===== config.mk =====
export PLATFORM = sky130hd
export DESIGN_NAME = seq_detect_ctrl
export DESIGN_NICKNAME = d
export VERILOG_FILES = /design/src/rtl/seq_detect_ctrl.sv
export SDC_FILE = /design/constraint.sdc
export NUM_CORES = 1
export LEC_CHECK = 0
export CORE_UTILIZATION = 57
export DETAILED_ROUTE_END_ITERATION = 8
export GPL_TIMING_DRIVEN = 0
export PLACE_DENSITY = 0.89
export SLEW_MARGIN = 20
export SYNTH_ARGS = -nofsm -noshare
export SYNTH_HDL_FRONTEND = slang
export SYNTH_SLANG_ARGS = --single-unit

===== constraint.sdc =====
create_clock -name clk -period 5.5 [get_ports clk]
set_clock_uncertainty 0.05 [all_clocks]
set_input_delay 0.825 -clock clk [delete_from_list [all_inputs] [get_ports clk]]
set_output_delay 0.825 -clock clk [all_outputs]
set_load 0.005 [all_outputs]

===== src/rtl/seq_detect_ctrl.sv =====
// Runtime-programmable serial pattern detector with arm / auto-stop control.
// Shadow config is frozen while armed; match is registered after the completing bit.
module seq_detect_ctrl #(
    parameter int MAX_LEN = 8,
    parameter int CNT_W   = 8
) (
    input  logic                         clk,
    input  logic                         rst,
    input  logic                         cfg_we,
    input  logic [MAX_LEN-1:0]           cfg_pattern,
    input  logic [$clog2(MAX_LEN+1)-1:0] cfg_len,
    input  logic                         cfg_overlap,
    input  logic [CNT_W-1:0]             cfg_target,
    input  logic                         start,
    input  logic                         abort,
    input  logic                         in_valid,
    input  logic                         in,
    output logic                         busy,
    output logic                         match,
    output logic [CNT_W-1:0]             match_count,
    output logic                         done,
    output logic                         cfg_err,
    output logic [1:0]                   state
);
    localparam int LEN_W = $clog2(MAX_LEN + 1);
    localparam logic [LEN_W-1:0] LEN_MAX = LEN_W'(MAX_LEN);
    localparam logic [CNT_W-1:0] CNT_SAT = '1;

    typedef enum logic [1:0] {
        IDLE  = 2'b00,
        ARMED = 2'b01,
        DONE  = 2'b10
    } st_e;

    st_e st_q, st_d;

    logic [MAX_LEN-1:0] pat_q;
    logic [LEN_W-1:0]   len_q;
    logic               ovl_q;
    logic [CNT_W-1:0]   tgt_q;

    logic [MAX_LEN-1:0] hist_q, hist_d;
    logic [LEN_W-1:0]   fill_q, fill_d;
    logic [CNT_W-1:0]   cnt_q, cnt_inc;
    logic               match_q, err_q;

    logic               armed, cfg_ok, start_ok, len_legal;
    logic               consume, hit, tgt_hit;
    logic [LEN_W-1:0]   len_eff;
    logic [MAX_LEN-1:0] mask;

    assign armed     = (st_q == ARMED);
    assign cfg_ok    = cfg_we && !armed;
    // a start in the same cycle as cfg_we sees the freshly loaded length
    assign len_eff   = cfg_ok ? cfg_len : len_q;
    assign len_legal = (len_eff != '0) && (len_eff <= LEN_MAX);
    assign start_ok  = start && !abort && !armed;
    assign consume   = armed && in_valid && !abort;

    assign hist_d  = {hist_q[MAX_LEN-2:0], in};
    assign fill_d  = (fill_q == LEN_MAX) ? LEN_MAX : fill_q + LEN_W'(1);
    assign cnt_inc = (cnt_q == CNT_SAT) ? cnt_q : cnt_q + CNT_W'(1);

    always_comb begin
        mask = '0;
        for (int i = 0; i < MAX_LEN; i++) begin
            mask[i] = (i < int'(len_q));
        end
    end

    assign hit = consume && (fill_d >= len_q)
              && (((hist_d ^ pat_q) & mask) == '0);
    assign tgt_hit = hit && (tgt_q != '0) && (cnt_inc == tgt_q);

    always_ff @(posedge clk) begin
        if (rst) begin
            st_q <= IDLE;
        end else begin
            st_q <= st_d;
        end
    end

    always_comb begin
        st_d = st_q;
        unique case (st_q)
            IDLE, DONE: begin
                if (start && len_legal) st_d = ARMED;
            end
            ARMED: begin
                if (tgt_hit) st_d = DONE;
            end
            default: st_d = IDLE;
        endcase
        if (abort) st_d = IDLE;
    end

    always_ff @(posedge clk) begin
        if (rst) begin
            pat_q   <= '0;
            len_q   <= LEN_W'(1);
            ovl_q   <= 1'b1;
            tgt_q   <= '0;
            hist_q  <= '0;
            fill_q  <= '0;
            cnt_q   <= '0;
            match_q <= 1'b0;
            err_q   <= 1'b0;
        end else begin
            if (cfg_ok) begin
                pat_q <= cfg_pattern;
                len_q <= cfg_len;
                ovl_q <= cfg_overlap;
                tgt_q <= cfg_target;
            end
            if (start_ok && !len_legal) begin
                err_q <= 1'b1;
            end else if (cfg_ok) begin
                err_q <= 1'b0;
            end
            match_q <= hit;
            if (start_ok && len_legal) begin
                cnt_q  <= '0;
                hist_q <= '0;
                fill_q <= '0;
            end else if (consume) begin
                hist_q <= hist_d;
                // non-overlap mode demands len fresh bits after each match
                fill_q <= (hit && !ovl_q) ? '0 : fill_d;
                if (hit) cnt_q <= cnt_inc;
            end
        end
    end

    always_comb begin
        busy        = (st_q == ARMED);
        done        = (st_q == DONE);
        state       = st_q;
        match       = match_q;
        match_count = cnt_q;
        cfg_err     = err_q;
    end

endmodule


==> summary.log <==
INFO  route          drtIter0Drc=163
INFO  synth          synth_seq_cells=44
INFO  route          wirelength=5.81mm
INFO  timing         layout_min_cycle_time=2.75ns
INFO  route          via_count=2324
INFO  worst_setup_path list_of_cells_traversed_by_the_critical_path=inv_1, ha_1, nand2_1, o21ai_0, ha_1, nand2b_1, a2111oi_0, nor3_1, nand3_2, buf_6, o31a_1, nor3_2
INFO  route          route.detailed.wl_per_inst=14.5um
INFO  route          drt_pre_antenna_iters=4
INFO  timing         tns=0ns
INFO  clocking       cts_hold_buffers=0
INFO  place          portBuffers=41
INFO  place          placement.setup.worst_slack=2.63ns
INFO  finish         filler_cell_count=310
INFO  run            max-cap-violations=0
INFO  route          route.detailed.drc=0
INFO  finish         area_growth_syn_to_layout=24.5%
INFO  clocking       ctsHtreeMaxLevel=2
INFO  synth          syn-mean-instance-area=7.90um2
INFO  finish         post_layout_utilization_of_the_core=0.740
INFO  floorplanning  boundaryPins=42
INFO  floorplanning  initial_utilization=0.594
INFO  synth          yosys_most_used_dff=dfxtp_1
INFO  clocking       clkTransAtPathRegs=0.08ns
INFO  timing         setup_viol=0
INFO  hold_path      hold_path_depth=2
INFO  place          post_dp_cell_area=2870um2
INFO  worst_setup_path crit-reg2reg-capture=match_count[6]$_SDFFE_PP0P_
INFO  synth          synth.area.top_cells=dfxtp_1, nand2_1, a21oi_1
INFO  synth          synth.most_common_cell=nand2_1
INFO  grt            grt_max_degree=14
INFO  synth          synth.top_cells.by_count=nand2_1, dfxtp_1, a21oi_1
INFO  grt            overflow=0
INFO  synth          asyncSetResetFlopFracSynth=0
INFO  power          irDropWorstVdd=0.165mV
INFO  status         run_status=completed
INFO  clocking       cts_inserted_buffers=5
INFO  hold_path      timing.hold.worst.start=pat_q[3]$_SDFFE_PP0P_
INFO  grt            first_global_vias=2190
INFO  clocking       clock_tree_from_tritoncts=done
INFO  grt            grt_usage=0.293
INFO  clocking       ctsRootBufferMaster=clkbuf_8
INFO  hold_path      holdPathEnd=pat_q[3]$_SDFFE_PP0P_
INFO  synth          synthesis.area=2390um2
INFO  timing         report.final.slew_viol_count=0
INFO  finish         n_antenna_cell=0
INFO  timing         report.final.hold_viol_count=0
INFO  worst_setup_path critical-path-top-cell-by-count=ha_1
INFO  clocking       clock_latency_reported_for_the_late_side_of_the_worst_skew_pair=0.30ns
INFO  clocking       cts_repair_resize_count=0
INFO  route          viasPerCell=5.78
INFO  floorplanning  core_area=4030um2
INFO  worst_setup_path crit_path_max_fanout=10
INFO  clocking       clock_path_buffers=2
INFO  timing         peak_freq=364MHz
INFO  worst_setup_path worst_path_max_delay_cell=a2111oi_0
INFO  synth          synth_top_cell_by_area=dfxtp_1
INFO  synth          synthesis.yosys.warnings=0
INFO  worst_setup_path max_stage_delay=0.58ns
INFO  place          post-dp-hpwl=4.35mm
INFO  synth          synth_fp_nets=338
INFO  route          antenna_left=0
INFO  finish         final_area=2980um2
INFO  worst_setup_path start_kind=flop
INFO  synth          synth_largest_type_area_fraction=0.368
INFO  finish         fraction_of_final_layout_cells_sized_beyond_drive_strength_1=0.0767
INFO  timing         grt_setup_unrepaired=no
INFO  worst_setup_path data_arrival_time_of_the_critical_path=2.88ns
INFO  hold_path      class_of_the_tightest_hold_or_removal_check=flop to flop
INFO  floorplanning  dieArea=4460um2
INFO  synth          synthCells=303
INFO  worst_setup_path ff2ff_path_depth=12
INFO  grt            wire_length_of_the_first_global_routing_pass=9.73mm
INFO  floorplanning  chipHeight=66.8um
INFO  finish         finalNetCount=386
INFO  worst_setup_path regToRegStartpoint=fill_q[0]$_SDFFE_PP0P_
INFO  floorplanning  row_count=23
INFO  clocking       cts_setup_buffers=0
INFO  power          power.leakage=1.10nW
INFO  place          routabilityCongestion=0.888
INFO  timing         worstMarginPinSlew=0.638ns
INFO  worst_setup_path reg2reg_slack=2.75ns
INFO  worst_setup_path crit_path_capture_type=flop
INFO  grt            number_of_antenna_violations_at_the_first_check_in_global_routing=0
INFO  timing         final.setup.worst_slack=2.75ns
INFO  worst_setup_path timing.setup.critical_path_class=flop to flop
INFO  timing         relSlewSlack=0.573
INFO  timing         final_min_period_over_clock_period=0.500
INFO  power          power_density_cells=229nW/um2
INFO  clocking       clock_sinks=44
INFO  worst_setup_path critPathRequiredTime=5.63ns
INFO  synth          synth_enable_flop_cells=0
INFO  floorplanning  floorplan.die.width=66.8um
INFO  synth          synth-seq-area-share=0.368
INFO  synth          cell_variety_after_synth=52
-- power breakdown --
group	switching [mW]	internal, mW	total, mW
combinational	0.0487	0.0463	0.0950
clock	0.110	0.135	0.244
sequential	0.0129	0.329	0.342
-- through the flow --
step	total power, mW	hold slack (ns)	std cells
final	0.681	0.431	402
after global routing	0.709	0.460	402
after CTS	0.681	0.424	402
after detailed placement	0.442	0.407	394
after global placement	0.439	0.406	394
after floorplan	0.402	0.398	303
-- how the worst max path moves through the flow --
| stage | startpoint | cells past startpoint | endpoint |
|---|---|---|---|
| floorplan | fill_q[0]$_SDFFE_PP0P_ | 12 | match_count[6]$_SDFFE_PP0P_ |
| global placement | in_valid | 4 | fill_q[2]$_SDFFE_PP0P_ |
| detailed placement | cfg_len[2] | 8 | match_count[2]$_SDFFE_PP0P_ |
| CTS | fill_q[0]$_SDFFE_PP0P_ | 12 | fill_q[2]$_SDFFE_PP0P_ |
| global route | fill_q[0]$_SDFFE_PP0P_ | 12 | match_count[4]$_SDFFE_PP0P_ |
| finish | fill_q[0]$_SDFFE_PP0P_ | 12 | match_count[6]$_SDFFE_PP0P_ |
-- state kept, by name (all words and copies together), names as in the netlist, 2 cells and up --
name         flops
fill_q           4
hist_q           7
pat_q            8
len_q            4
tgt_q            8
state            2
match_count      8
-- critical path, delay by kind of cell, from the launching register on --
family	cells	cell delay, ns
AOI/OAI and AO/OA	3	0.99
DFF	1	0.34
adders and majority gates	2	0.44
and+or+nand+nor	5	0.59
buffers and inverters	2	0.23
-- cells in the final DEF (no fill, tap or decap), drive strengths merged, types with 4 or more instances in the layout --
cell type	n
ha	7
o211ai	5
dfxtp	44
xnor2	10
xor2	9
nor3	8
a21oi	43
o21ai	9
nand3	6
nor4	7
o31a	4
buf	4
inv	11
clkbuf	15
nand2	75
clkdlybuf4s50	41
nor2	14
and4	4
-- kinds of logic after synthesis --
group	count (synthesis)	synth area share
AND/OR/NAND/NOR	132	0.282
AO/OA/AOI/OAI	74	0.189
flip-flops	44	0.368
buffers and inverters	25	0.0470
XOR/XNOR	19	0.0695
adder cells (fa/ha/maj)	7	0.0366
multiplexers	2	0.00836
-- layer usage --
layer | GRT usage | routed length (um) | part of all wire
met5 | 0 | 0 | 0
met4 | 0.160 | 201 | 0.035
met3 | 0.0771 | 326 | 0.056
met2 | 0.457 | 2720 | 0.47
met1 | 0.364 | 2570 | 0.44
-- layout make-up --
cell class              instances  area [um2]  area share
multi-input cells             234        1410       0.472
repair buffers                 41         410       0.138
flip-flops and latches         44         881       0.296
well taps                      50        62.6      0.0210
plain buffers                  13        66.3      0.0223
clock inverters                 2        35.0      0.0118
clock buffers                   6        72.6      0.0243
inverters                      12        46.3      0.0155
No activity file was read; power rests on OpenSTA's default activity.
